File: src/rtl/spoc_bdo_packer.sv
// rtl/spoc_bdo_packer.sv - SpoC-64 bdo output packer: byte masking, FIFO, segment drain FSM (optional SPOC_BDO_ZEROIZE_EN)
module spoc_bdo_packer #(
    parameter int PW    = 32,
    parameter int DEPTH = 4,
    parameter int CW    = 16
) (
    input  logic                     clk,
    input  logic                     rst,
    input  logic                     flush,
    input  logic                     in_valid,
    output logic                     in_ready,
    input  logic [PW-1:0]            in_data,
    input  logic [2:0]               in_size,
    input  logic                     in_last,
    input  logic                     in_tag,
    output logic                     bdo_valid,
    input  logic                     bdo_ready,
    output logic [PW-1:0]            bdo_data,
    output logic [PW/8-1:0]          bdo_valid_bytes,
    output logic                     bdo_last,
    output logic                     bdo_is_tag,
    output logic [$clog2(DEPTH):0]   fill,
    output logic [CW-1:0]            word_count
);

    localparam int NB = PW / 8;
    localparam int AW = $clog2(DEPTH);
    localparam int FW = AW + 1;
    localparam logic [FW-1:0] FULL = FW'(DEPTH);

    typedef enum logic [1:0] {S_IDLE, S_STREAM, S_DRAIN} state_t;

    typedef struct packed {
        logic [PW-1:0] data;
        logic [NB-1:0] be;
        logic          last;
        logic          tag;
    } entry_t;

    state_t          state_q, state_d;
    entry_t          mem_q [DEPTH];
    entry_t          mem_d [DEPTH];
    logic [AW-1:0]   wr_ptr_q, wr_ptr_d;
    logic [AW-1:0]   rd_ptr_q, rd_ptr_d;
    logic [FW-1:0]   fill_q, fill_d;
    logic [CW-1:0]   wc_q, wc_d;
    logic            in_ready_q, in_ready_d;

    logic [PW-1:0]   in_masked;
    logic [NB-1:0]   in_be;
    entry_t          head;
    logic            push;
    logic            pop;
    int              size_k;

    // Zero the trailing bytes of a partial word; out-of-range sizes mean a full word.
    always_comb begin
        in_masked = '0;
        in_be     = '0;
        size_k    = int'(in_size);
        if (size_k == 0 || size_k > NB) begin
            size_k = NB;
        end
        for (int i = 0; i < NB; i++) begin
            if (i < size_k) begin
                in_be[NB-1-i]             = 1'b1;
                in_masked[PW-1-8*i -: 8]  = in_data[PW-1-8*i -: 8];
            end
        end
    end

    assign head      = mem_q[rd_ptr_q];
    assign bdo_valid = (fill_q != '0);
    assign push      = in_valid & in_ready_q;
    assign pop       = bdo_valid & bdo_ready;

    // Next-state for FIFO, pointers, segment FSM, word counter and registered in_ready.
    always_comb begin
        state_d  = state_q;
        mem_d    = mem_q;
        wr_ptr_d = wr_ptr_q;
        rd_ptr_d = rd_ptr_q;
        fill_d   = fill_q;
        wc_d     = wc_q;
        if (flush) begin
            state_d  = S_IDLE;
            wr_ptr_d = '0;
            rd_ptr_d = '0;
            fill_d   = '0;
            wc_d     = '0;
            for (int i = 0; i < DEPTH; i++) begin
                mem_d[i] = '0;
            end
        end else begin
            if (push) begin
                mem_d[wr_ptr_q] = '{data: in_masked, be: in_be, last: in_last, tag: in_tag};
                wr_ptr_d        = wr_ptr_q + 1'b1;
            end
            if (pop) begin
`ifdef SPOC_BDO_ZEROIZE_EN
                mem_d[rd_ptr_q] = '0;
`endif
                rd_ptr_d = rd_ptr_q + 1'b1;
                if (head.last) begin
                    wc_d = '0;
                end else if (wc_q != '1) begin
                    wc_d = wc_q + 1'b1;
                end
            end
            if (push && !pop) begin
                fill_d = fill_q + 1'b1;
            end else if (pop && !push) begin
                fill_d = fill_q - 1'b1;
            end
            case (state_q)
                S_IDLE:   if (push) state_d = in_last ? S_DRAIN : S_STREAM;
                S_STREAM: if (push && in_last) state_d = S_DRAIN;
                S_DRAIN:  if (pop && head.last) state_d = S_IDLE;
                default:  state_d = S_IDLE;
            endcase
        end
        case (state_d)
            S_IDLE:   in_ready_d = 1'b1;
            S_STREAM: in_ready_d = (fill_d < FULL);
            default:  in_ready_d = 1'b0;
        endcase
    end

    // State registers; reset discards every buffered word.
    always_ff @(posedge clk or negedge rst) begin
        if (!rst) begin
            state_q    <= S_IDLE;
            wr_ptr_q   <= '0;
            rd_ptr_q   <= '0;
            fill_q     <= '0;
            wc_q       <= '0;
            in_ready_q <= 1'b1;
            for (int i = 0; i < DEPTH; i++) begin
                mem_q[i] <= '0;
            end
        end else begin
            state_q    <= state_d;
            wr_ptr_q   <= wr_ptr_d;
            rd_ptr_q   <= rd_ptr_d;
            fill_q     <= fill_d;
            wc_q       <= wc_d;
            in_ready_q <= in_ready_d;
            for (int i = 0; i < DEPTH; i++) begin
                mem_q[i] <= mem_d[i];
            end
        end
    end

    assign in_ready        = in_ready_q;
    assign fill            = fill_q;
    assign word_count      = wc_q;
    assign bdo_valid_bytes = bdo_valid ? head.be : '0;
    assign bdo_last        = bdo_valid & head.last;
    assign bdo_is_tag      = bdo_valid & head.tag;
`ifdef SPOC_BDO_ZEROIZE_EN
    assign bdo_data        = bdo_valid ? head.data : '0;
`else
    assign bdo_data        = head.data;
`endif

endmodule

File: config.mk
export PLATFORM = sky130hd
export DESIGN_NAME = spoc_bdo_packer
export DESIGN_NICKNAME = d
export VERILOG_FILES = /design/src/rtl/spoc_bdo_packer.sv
export SDC_FILE = /design/constraint.sdc
export NUM_CORES = 1
export LEC_CHECK = 0
export ABC_AREA = 1
export CAP_MARGIN = 20
export CORE_UTILIZATION = 40
export CTS_BUF_LIST = sky130_fd_sc_hd__clkbuf_4 sky130_fd_sc_hd__clkbuf_8 sky130_fd_sc_hd__clkbuf_16
export DETAILED_ROUTE_END_ITERATION = 8
export SYNTH_ARGS = -nofsm -noshare
export SYNTH_HDL_FRONTEND = slang
export SYNTH_SLANG_ARGS = --single-unit
File: constraint.sdc
create_clock -name clk -period 1.5 [get_ports clk]
set_input_delay 0.375 -clock clk [delete_from_list [all_inputs] [get_ports clk]]
set_output_delay 0.375 -clock clk [all_outputs]
set_load 0.01 [all_outputs]
Word level (Yosys, flattened, before mapping):

Cells that the tools add are included.

* flip-flop bits (word level): 178
* latch bits: 0
* bits in writable memories: 0
* memory bits (read-only): 0
* input port bits: 42
* output and inout bits: 59
* word-level logic and storage cells: 98
* memories: 0

* add/sub/neg operators: 5
* $mul: 0
* div/mod/pow operators: 0
* magnitude comparators: 9
* equality and inequality tests: 4
* shifts and indexed selects: 0
* multiplexer cells: 36
* bitwise logic cells: 6
* reduce and logical (&&, ||, !) cells: 16

Operators by type and width (number)
* 2-to-1 mux 152 bit: 2
* bitwise mux 152 bit: 1
* 2-to-1 mux 38 bit: 3
* binary-select mux 38 bit (select 2 bit): 1
* demux 38 bit (select 2 bit): 1
* less-than comparator 3 x 32 -> 1 bit, first input constant: 2
* 2-to-1 mux 16 bit: 4
* less-than comparator 1 x 32 -> 1 bit, first input constant: 1
* less-than comparator 2 x 32 -> 1 bit, first input constant: 1
* 2-to-1 mux 8 bit: 4
* 2-to-1 mux 2 bit: 9
* adder 16 x 1 -> 16 bit, second input constant: 1
* inequality test 16 bit, second input constant: 1
* 2-to-1 mux 3 bit: 4
* greater-or-equal comparator 3 bit, second input constant: 2
* NOT 2 -> 3 bit: 2
* case mux 2 bit (3 select lines): 1
* nonzero test 3 bit: 2
* logical AND 1 bit: 5
* adder 2 x 1 -> 2 bit, second input constant: 2
* bitwise AND 1 bit: 4
* equality test 2 x 1 -> 1 bit, second input constant: 2
* logical NOT 2 bit: 2
* 2-to-1 mux 1 bit: 4
* 13 further kinds: 15

Longest topological paths before layout:

Gate-level depths: netlist of the first run.

* depth in word-level cells: 10
* gate-level depth with buffers: 12

Least setup slack after synthesis of the first run:

OpenSTA, ideal clock, no wires.

* kind: register to output
* start point: register rd_ptr_q[0]
* end point: output bdo_data[11]
* arrival time: 1251 ps
* data required time: 1125 ps
* slack: -126 ps
* cell stages (with the launch flop): 6
* buffers on the path: 2
* cells stage by stage: dfrtp_1 inv_2 buf_2 clkbuf_1 nor2_1 o22ai_1

* cells in the longest elaborated chain, start to end: 4

RTL lines
* from (decl): line 44 `logic [AW-1:0] rd_ptr_q, rd_ptr_d;`
* from (signal assigned): line 144 `rd_ptr_q <= rd_ptr_d;`
* NOT 2 -> 3 bit (not written as such): line 72 `assign head = mem_q[rd_ptr_q];`
* binary-select mux 38 bit (select 2 bit): line 72
* 2-to-1 mux 38 bit (not written as such) (2 in a row): line 72
* to (decl): line 18 `output logic [PW-1:0] bdo_data,`

No other way between the ends. The select of a mux whose other input is x is not followed.

Worst setup path after layout of the first run:

* start point: register rd_ptr_q[0]
* end point: output bdo_last

* cells in the longest elaborated chain, start to end: 5

RTL lines
* NOT 2 -> 3 bit (not written as such): line 72
* binary-select mux 38 bit (select 2 bit): line 72
* 2-to-1 mux 38 bit (not written as such) (2 in a row): line 72
* bitwise AND 1 bit: line 158 `assign bdo_last = bdo_valid & head.last;`
* to (decl): line 20 `output logic bdo_last,`

No other way between the ends. The select of a mux whose other input is x is not followed.

==> flow_summary.toml, run 1 <==
[worst_setup_path]
path_common_cell = "buf_12"
cp_slowest_cell = "dfrtp_2"
cp_top_family = "buffers and inverters"
critPathMaxStageDelay_ns = 0.45
crit_chain = "buf_12 > buf_12 > buf_12 > nand2_2 > nand3_2 > nand2_4 > nor2_2 > buf_2"
cp_num_buf_inv = 4
cp-end-kind = "output pin"
cp_max_fo = 5
cp.arrival_ns = 1.78
worstSetupPathType = "reg -> out"
cp_data_required_time_ns = 1.12
startpoint_type = "register"

[yosys]
netlist_area_mm2 = 0.00861
synthArstFlopShare_pct = 100
ys_warn_count = 0
ys_ff_latch = 178
avgSynthCellArea_um2 = 8.47
synth_top_area_share_pct = 51.5
netlist_top_cells_area = "dfrtp_1, o21ai_0, nand3_1, nor2_1, nand2_1"
seq_area_frac_synth_pct = 51.8
yosysUniqueCellTypes = 31
yosys.area.top_type = "dfrtp_1"
syn_nets = 1071
ys.flop_type = "dfrtp_1"
syn_inst = 1016
synth_edf_count = 0

[grt]
grt_use_total_pct = 28.1
antenna_found_initial = 1
first_global_vias = 8783
grt_pass1_wl_mm = 47.6
overflow = 0
grt_max_degree = 53

[place]
placed_cell_area_mm2 = 0.0112
hpwl_mm = 16.6
dp.cells = 1461
io_buffer_count = 100
gp_congestion = 0.795

[status]
status = "finished with violations"
violations = "setup timing"

[drt]
vias = 8872
drt_pass1_iterations = 5
top_layer = "met4"
dr_wl_met2_mm = 15.4
drt-total-wl_mm = 31.3
drt-vias-per-instance = 5.67
drt_iter0_markers = 688
met1Wirelength_mm = 12.7
wl_met3_mm = 2.13
ant_nets = 0
drc = 0
routedWlPerCell_um = 20.0

[power_and_ir_drop]
p_sw_w = 0.00668
clkPwrFrac_pct = 25.5
p_leak_nw = 6.53
p_int_w = 0.0118
combPwrFrac_pct = 46.0
ir_drop_v = 0.00113
p_seq_share_pct = 28.5
cellPowerDensity_mw_per_mm2 = 1310
p_sw_share_pct = 36.1

[floorplan]
die_h_um = 149
core_area_mm2 = 0.0211
dieArea_mm2 = 0.0221
start_util_pct = 40.8
die_x_um = 149
io_pins = 101
num_rows = 53

[cts]
cts_tree = "yes"
numCtsBuffers = 17
cts_buffer_depth = 2
cts_root_buf = "clkbuf_16"
clk_pin_slew_ns = 0.07
htree_num_levels = 4
clkLatencyLatePin_ns = 0.44
cts.sinks = 178

[timing]
tns_ns = -30.35
period_needed_ns = 2.15
hold_viol_final = 0
setup_viol = 103
fin_skew_ns = 0.0112
fin_ws_ns = -0.651
slew_violations = 0
min_period_over_period_pct = 143
slew_headroom_pct = 70.7
fmax_ghz = 0.465
rsz0062_at_grt = "true"
tightest_slew_ns = 0.439

[final_layout]
layout.nets = 1333
syn2layout_area_growth_pct = 64.1
stdcell_count = 1566
final_design_area_no_fill_mm2 = 0.0141
diodes = 0
num-fill-cells = 1583
layout-drive-gt1-share_pct = 45.4

[flow_run]
cap_viol_max_count = 0

[min_path]
hp-class = "in -> async"
-- cell type report --
class / instances / area, um2 / share of cell area, %
clock buffer: 19 / 453 / 3.21
clock inverter: 13 / 168 / 1.19
inverter: 81 / 340 / 2.41
multi-input combinational: 701 / 5070 / 35.9
sequential: 178 / 4460 / 31.6
tap: 275 / 344 / 2.44
timing repair buffer: 296 / 3260 / 23.1
timing repair inverter: 3 / 22.5 / 0.159
-- worst reg2reg max path, cell delays in order, from the launching register on --
cell and delay, ns:
dfrtp_2 0.45, buf_12 0.17, buf_12 0.14, buf_12 0.13, nand2_2 0.07, nand3_2 0.11, nand2_4 0.12, buf_6 0.13
nand2_8 0.06, nand2_8 0.09, buf_12 0.12, nand2_8 0.08, nand2_1 0.07, o21ai_1 0.05
-- per-stage QoR --
step	utilization (%)	hold slack [ns]	setup slack [ns]	total power [W]
floorplan	-	0.0794	-0.0830	0.00817
global placement	53.2	0.334	-0.856	0.0114
detailed placement	53.2	0.329	-0.912	0.0114
CTS	63.6	0.446	-0.608	0.0178
global route	67.0	0.465	-0.719	0.0193
finish	67.0	0.440	-0.651	0.0185
-- repair_timing --
action | 4_1_cts | 5_1_grt
hold buffers | 1 | 0
endpoints found under the setup margin | 231 | 220
cloned | 19 | 4
pin swaps | 67 | 41
resized for setup | 608 | 204
buffers inserted | 45 | 9
endpoints found under the hold margin | 30 | 0
-- final timing paths --
path	startpoint	end	slack [ns]	cells past startpoint
worst max register to register	rd_ptr_q[0]$_DFFE_PN0P_	word_count[2]$_DFFE_PN0P_	-0.39	13
worst min-delay path	rst	mem_q[29]$_DFFE_PN0P_	0.44	2
min in group clk	mem_q[89]$_DFFE_PN0P_	mem_q[89]$_DFFE_PN0P_	0.51	2
worst max-delay path	rd_ptr_q[0]$_DFFE_PN0P_	bdo_last	-0.65	8
max in group asynchronous	rst	in_ready$_DFF_PN1_	0.49	3
worst min register to register	mem_q[89]$_DFFE_PN0P_	mem_q[89]$_DFFE_PN0P_	0.51	2
-- kinds of logic (layout without fill, tap and decap cells) --
family	Yosys count	after routing	share of synthesized area, %
flops	178	178	51.8
buf+inv	139	412	6.54
compound gates	287	287	17.3
fa+ha+maj	13	13	1.89
simple gates	391	393	21.7
xor+xnor	8	8	0.814
-- Yosys cell counts, types with 2 or more instances --
cell type	n
nand2_1	92
buf_1	10
nor2_4	2
buf_2	14
nand2_2	7
ha_1	13
o21ai_0	219
xor2_1	6
xnor2_1	2
clkbuf_1	31
dfrtp_1	177
nor2_2	3
a21oi_1	18
nand2_4	4
nand4_1	2
buf_4	2
nand3_2	9
o21ai_1	13
nand3_1	165
nand2_8	2
o22ai_1	35
nor2_1	102
inv_2	5
inv_1	76
-- layout by cell type, fill, tap and decap left out, types with 6 or more instances in the layout --
master,instances
clkbuf_16,19
o21ai_1,80
buf_2,40
inv_2,12
inv_1,61
nand3_2,14
buf_12,44
ha_1,6
clkdlybuf4s50_1,37
nor2_4,19
nand2_2,11
o22ai_2,32
nor2_1,62
xor2_1,6
o21ai_2,101
dfrtp_1,171
buf_4,95
clkinvlp_4,9
clkdlybuf4s15_1,9
nand2_8,17
nand3_1,159
dfrtp_2,6
nand2_4,24
nand2_1,55
o21ai_0,42
a21oi_2,9
nor2_2,26
buf_8,8
buf_6,44
o21ai_4,10
-- per-layer routing --
| layer | vias up | GRT usage, % |
|---|---|---|
| li1 | 4028 | - |
| met1 | 4380 | 36.7 |
| met2 | 363 | 45.6 |
| met3 | 101 | 5.46 |
| met4 | 0 | 11.4 |
| met5 | - | 0 |
-- power by group through the flow --
stage / Combinational, W / Clock (W) / Sequential [W]
after floorplan: 0.00284 / 0 / 0.00533
after global placement: 0.00608 / 0 / 0.00530
after detailed placement: 0.00612 / 0 / 0.00530
after CTS: 0.00783 / 0.00475 / 0.00524
after global routing: 0.00900 / 0.00495 / 0.00530
final: 0.00851 / 0.00472 / 0.00528
-- state kept, by name, summed over array words and instances (netlist names) --
signal	count
fill	3
in_ready	1
mem_q	152
rd_ptr_q	2
state_q	2
word_count	16
wr_ptr_q	2
No activity file was read; power rests on OpenSTA's default activity.
==> run 2: changes to the inputs <==
Settings changed: CORE_MARGIN from default to 10.
==> run 2 against run 1 <==
Effect of this change: the run still ends with setup timing left; clock-buffer cell count did not move; via count shrank 2.5%; register-to-register slack improved by 0.02 ns; routed wire length fell by 3.5%; sequential share of layout area up 0.93 points; sequential power about the same; total power down 3.1%; sequential cell count unchanged; non-clock buffer count fell by 13; largest power group unchanged.
==> flow_summary.toml, run 2 (same netlist as run 1, synthesis figures left out) <==
[timing]
slew_headroom_pct = 78.9
setup_viol = 87
period_needed_ns = 2.12
fin_skew_ns = 0.0126
hold_viol_final = 0
rsz0062_at_grt = "true"
tns_ns = -28.12
slew_violations = 0
min_period_over_period_pct = 142
fin_ws_ns = -0.624
tightest_slew_ns = 0.316
fmax_ghz = 0.471

[place]
hpwl_mm = 17.8
gp_congestion = 0.801
io_buffer_count = 100

[worst_setup_path]
cp_data_required_time_ns = 1.12
cp.arrival_ns = 1.75
startpoint_type = "register"
worstSetupPathType = "reg -> out"
cp-end-kind = "output pin"
cp_max_fo = 6

[power_and_ir_drop]
ir_drop_v = 0.00107
p_sw_share_pct = 36.3
combPwrFrac_pct = 45.5
p_leak_nw = 6.37
p_seq_share_pct = 29.4
power.total_w = 0.0179
cellPowerDensity_mw_per_mm2 = 1310
p_int_w = 0.0114
p_sw_w = 0.00651
clkPwrFrac_pct = 25.1

[grt]
grt_pass1_wl_mm = 45.7
antenna_found_initial = 0
first_global_vias = 8517
overflow = 0
grt_busiest_layer = "met2"
gr-usage-met1_pct = 26.6
grt_util_met3_pct = 3.95
use_met2_pct = 32.1
grt_use_total_pct = 19.7
grt_max_degree = 47

[floorplan]
die_x_um = 167
core_area_mm2 = 0.0211
start_util_pct = 40.8
io_pins = 101
num_rows = 53
die_h_um = 167
dieArea_mm2 = 0.0278

[final_layout]
syn2layout_area_growth_pct = 59.5
final_cell_mix = "dfrtp_1, nand3_1, o21ai_1"
largest_reg_flops = 152
num-fill-cells = 1658
largest-register = "mem_q"
diodes = 0
layout.nets = 1319
layout-drive-gt1-share_pct = 44.0
mostFrequentLayoutCell = "dfrtp_1"

[drt]
vias = 8652
ant_nets = 0
drc = 0
drt-vias-per-instance = 5.57
routedWlPerCell_um = 19.5
drt_iter0_markers = 665
drt_pass1_iterations = 6
drt-total-wl_mm = 30.2

[flow_run]
cap_viol_max_count = 0

[cts]
cts.sinks = 178
numCtsBuffers = 17
cts_tree = "yes"
cts_root_buf = "clkbuf_16"
clkLatencyLatePin_ns = 0.43
htree_num_levels = 4
clk_pin_slew_ns = 0.07
cts_buffer_depth = 2

[status]
violations = "setup timing"
status = "finished with violations"

[min_path]
hp-class = "in -> async"
run 2: cell count changes in the layout (fill, tap and decap cells not counted), moves of 6 or more:
cell | previous run | this run
clkbuf_16 | 19 | 25
o21ai_2 | 101 | 89
buf_4 | 95 | 88
nand3_2 | 14 | 20
nor2_1 | 62 | 72
nand2_8 | 17 | 9
o21ai_1 | 80 | 91
nor2_2 | 26 | 19
nand2_2 | 11 | 21
run 2: power groups by stage:
stage / Sequential [W] / Clock [W] / Combinational, W
after global placement: 0.00531 / 0 / 0.00615
after floorplan: 0.00533 / 0 / 0.00284
final: 0.00527 / 0.00451 / 0.00815
after CTS: 0.00523 / 0.00459 / 0.00669
after global routing: 0.00530 / 0.00479 / 0.00871
after detailed placement: 0.00532 / 0 / 0.00614
run 2: layer usage:
layer	share of wire, %	up-vias
met5	0	-
met4	1.9	0
met3	5.5	39
met2	50	302
met1	43	4311
li1	-	4000
run 2: layout make-up:
class / instances / area (um2) / share of cell area, %
multi-input cells: 701 / 4880 / 35.6
flip-flops and latches: 178 / 4460 / 32.5
repair buffers: 283 / 3090 / 22.5
clock buffers: 19 / 447 / 3.26
inverters: 81 / 345 / 2.52
well taps: 275 / 344 / 2.51
clock inverters: 13 / 138 / 1.00
repair inverters: 2 / 15.0 / 0.109
run 2: per-stage QoR:
stage / setup slack [ns] / instances / hold slack [ns] / cell area (um2) / utilization [%]
6_report: -0.624 / 1552 / 0.367 / 13700 / 65.1
3_3_place_gp: -0.686 / 1460 / 0.257 / 11300 / 53.6
5_1_grt: -0.671 / 1552 / 0.391 / 13700 / 65.1
2_1_floorplan: -0.0830 / 1016 / 0.0794 / 8830 / -
3_5_place_dp: -0.712 / 1460 / 0.259 / 11300 / 53.6
4_1_cts: -0.676 / 1525 / 0.363 / 12500 / 59.0
run 2: critical path, stage by stage, from the launching register on:
cell,delay (ns)
dfrtp_2,0.47
buf_6,0.16
buf_6,0.13
buf_12,0.14
o21ai_1,0.17
a21oi_2,0.09
buf_2,0.15
run 2: path summary, 6_finish.rpt:
check                                             start                   endpoint  slack (ns)  cells after the start
worst min-delay path                                rst      mem_q[85]$_DFFE_PN0P_        0.37                      2
worst min register to register   mem_q[106]$_DFFE_PN0P_     mem_q[106]$_DFFE_PN0P_        0.52                      2
worst max register to register  rd_ptr_q[0]$_DFFE_PN0P_  word_count[2]$_DFFE_PN0P_       -0.37                     12
max in group asynchronous                           rst    rd_ptr_q[1]$_DFFE_PN0P_        0.55                      3
worst max-delay path            rd_ptr_q[0]$_DFFE_PN0P_         bdo_valid_bytes[0]       -0.62                      6
min in group clk                 mem_q[106]$_DFFE_PN0P_     mem_q[106]$_DFFE_PN0P_        0.52                      2
run 2: repair_timing:
item / CTS / global route
endpoints found under the hold margin: 19 / 0
endpoints found under the setup margin: 230 / 222
gates resized for setup: 474 / 292
gates cloned: 6 / 11
hold buffers: 1 / 0
buffers inserted: 28 / 20
pin swaps: 37 / 71
==> run 3: changes to the inputs <==
Settings changed: CORE_UTILIZATION 40 to 45, PLACE_DENSITY from default to 0.69.
==> run 3 against run 2 <==
Effect of this change: the flow still finishes with violations (setup timing); die area down 9.8%; combinational power down 3.9%; global-route usage up 2.6 points; via count up 2.9%; critical endpoint unchanged; sequential cell count unchanged; highest routed layer unchanged; largest cell class unchanged; clock power down 0.9%; clock-buffer cell count unchanged.
==> flow_summary.toml, run 3 (same netlist as run 1, synthesis figures left out) <==
[final_layout]
layout-drive-gt1-share_pct = 44.0
final_design_area_no_fill_mm2 = 0.0135
fin_util_pct = 71.7
final_cell_mix = "dfrtp_1, nand3_1, o21ai_2"
largest_reg_flops = 152
layout.nets = 1317
syn2layout_area_growth_pct = 56.3
diodes = 0
largest-register = "mem_q"
mostFrequentLayoutCell = "dfrtp_1"

[drt]
drc = 0
met1Wirelength_mm = 12.3
drt_iter0_markers = 946
top_layer = "met4"
routedWlPerCell_um = 20.8
drt-total-wl_mm = 31.3
wl_met3_mm = 2.18
ant_nets = 0
drt_pass1_iterations = 5
vias = 8906
dr_wl_met2_mm = 15.7
drt-vias-per-instance = 5.90

[power_and_ir_drop]
p_seq_share_pct = 30.0
combPwrFrac_pct = 44.5
p_sw_w = 0.00638
p_leak_nw = 6.28
clkPwrFrac_pct = 25.4
cellPowerDensity_mw_per_mm2 = 1310
ir_drop_v = 0.00119
p_sw_share_pct = 36.3
power.total_w = 0.0176
p_int_w = 0.0112

[worst_setup_path]
cp_data_required_time_ns = 1.12
worstSetupPathType = "reg -> out"
crit-reg2reg-launch = "rd_ptr_q[1]$_DFFE_PN0P_"
startpoint_type = "register"
cp-startpoint = "rd_ptr_q[0]$_DFFE_PN0P_"
cp.arrival_ns = 1.82
cp-end-kind = "output pin"
cp_max_fo = 9

[floorplan]
io_pins = 101
dieArea_mm2 = 0.0251
die_h_um = 158
start_util_pct = 45.9
die_x_um = 158
num_rows = 50
core_area_mm2 = 0.0188

[place]
gp_congestion = 0.835
hpwl_mm = 17.2
io_buffer_count = 100
placed_cell_area_mm2 = 0.0111

[timing]
tns_ns = -28.66
hold_slack_ns = 0.444
period_needed_ns = 2.20
fin_skew_ns = 0.00868
slew_violations = 0
slew_headroom_pct = 70.5
rsz0062_at_grt = "true"
fmax_ghz = 0.455
fin_ws_ns = -0.700
hold_viol_final = 0
setup_viol = 128
min_period_over_period_pct = 147
tightest_slew_ns = 0.442

[cts]
cts.sinks = 178
cts_buffer_depth = 2
cts_root_buf = "clkbuf_16"
htree_num_levels = 4
clkLatencyLatePin_ns = 0.43
numCtsBuffers = 17
cts_tree = "yes"
clk_pin_slew_ns = 0.07

[min_path]
hp-class = "in -> async"

[grt]
antenna_found_initial = 0
first_global_vias = 8662
grt_use_total_pct = 22.3
grt_pass1_wl_mm = 44.6
grt_max_degree = 41
overflow = 0

[status]
status = "finished with violations"
violations = "setup timing"

[flow_run]
cap_viol_max_count = 0
==> run 3: cell count changes in the layout (fill, tap and decap cells not counted), sizes merged, moves of 2 or more <==
cell / change
inv: -7
clkinvlp: -7
clkdlybuf4s15: +2
clkinv: +11
clkbuf: -7
buf: +4
==> run 3: per-stage QoR <==
step	instances	setup WS (ns)
after global placement	1424	-0.735
after detailed placement	1424	-0.799
after CTS	1494	-0.635
after global routing	1509	-0.733
after floorplan	1016	-0.0830
final	1509	-0.700
==> run 3: path summary, 6_finish.rpt <==
check | end | slack, ns | cells after the start
min reg2reg | mem_q[104]$_DFFE_PN0P_ | 0.51 | 2
min | mem_q[85]$_DFFE_PN0P_ | 0.44 | 2
min in group clk | mem_q[104]$_DFFE_PN0P_ | 0.51 | 2
max in group asynchronous | word_count[8]$_DFFE_PN0P_ | 0.46 | 3
max reg2reg | word_count[0]$_DFFE_PN0P_ | -0.31 | 11
max | bdo_valid_bytes[0] | -0.70 | 6
==> run 3: per-layer routing <==
layer	track usage [%]	vias to the layer above
li1	-	3989
met1	28.1	4378
met2	37.0	437
met3	4.37	102
met4	8.78	0
met5	0	-
==> run 3: power groups by stage <==
stage	Combinational, W	Sequential, W	Clock (W)
CTS	0.00683	0.00525	0.00447
global placement	0.00587	0.00530	0
detailed placement	0.00592	0.00531	0
global route	0.00832	0.00531	0.00467
finish	0.00783	0.00528	0.00447
floorplan	0.00284	0.00533	0
==> run 3: final cells by class <==
type / count / area (um2)
Clock inverter: 13 / 138
Tap cell: 234 / 293
Inverter: 81 / 342
Sequential cell: 178 / 4470
Clock buffer: 19 / 440
Timing Repair Buffer: 283 / 2870
Fill cell: 1252 / 5310
Multi-Input combinational cell: 701 / 4910
==> run 3: timing repair <==
item	4_1_cts	5_1_grt
hold endpoints to repair	31	0
hold buffers	1	0
resized for setup	475	311
setup endpoints to repair	234	220
gates cloned	4	5
pin swaps	26	37
setup buffers	35	17
==> run 3: critical path: stages (launching register included) <==
cell	delay, ns
dfrtp_2	0.43
clkinv_4	0.13
buf_12	0.17
a21oi_1	0.19
o21ai_1	0.16
a21oi_1	0.15
buf_2	0.15
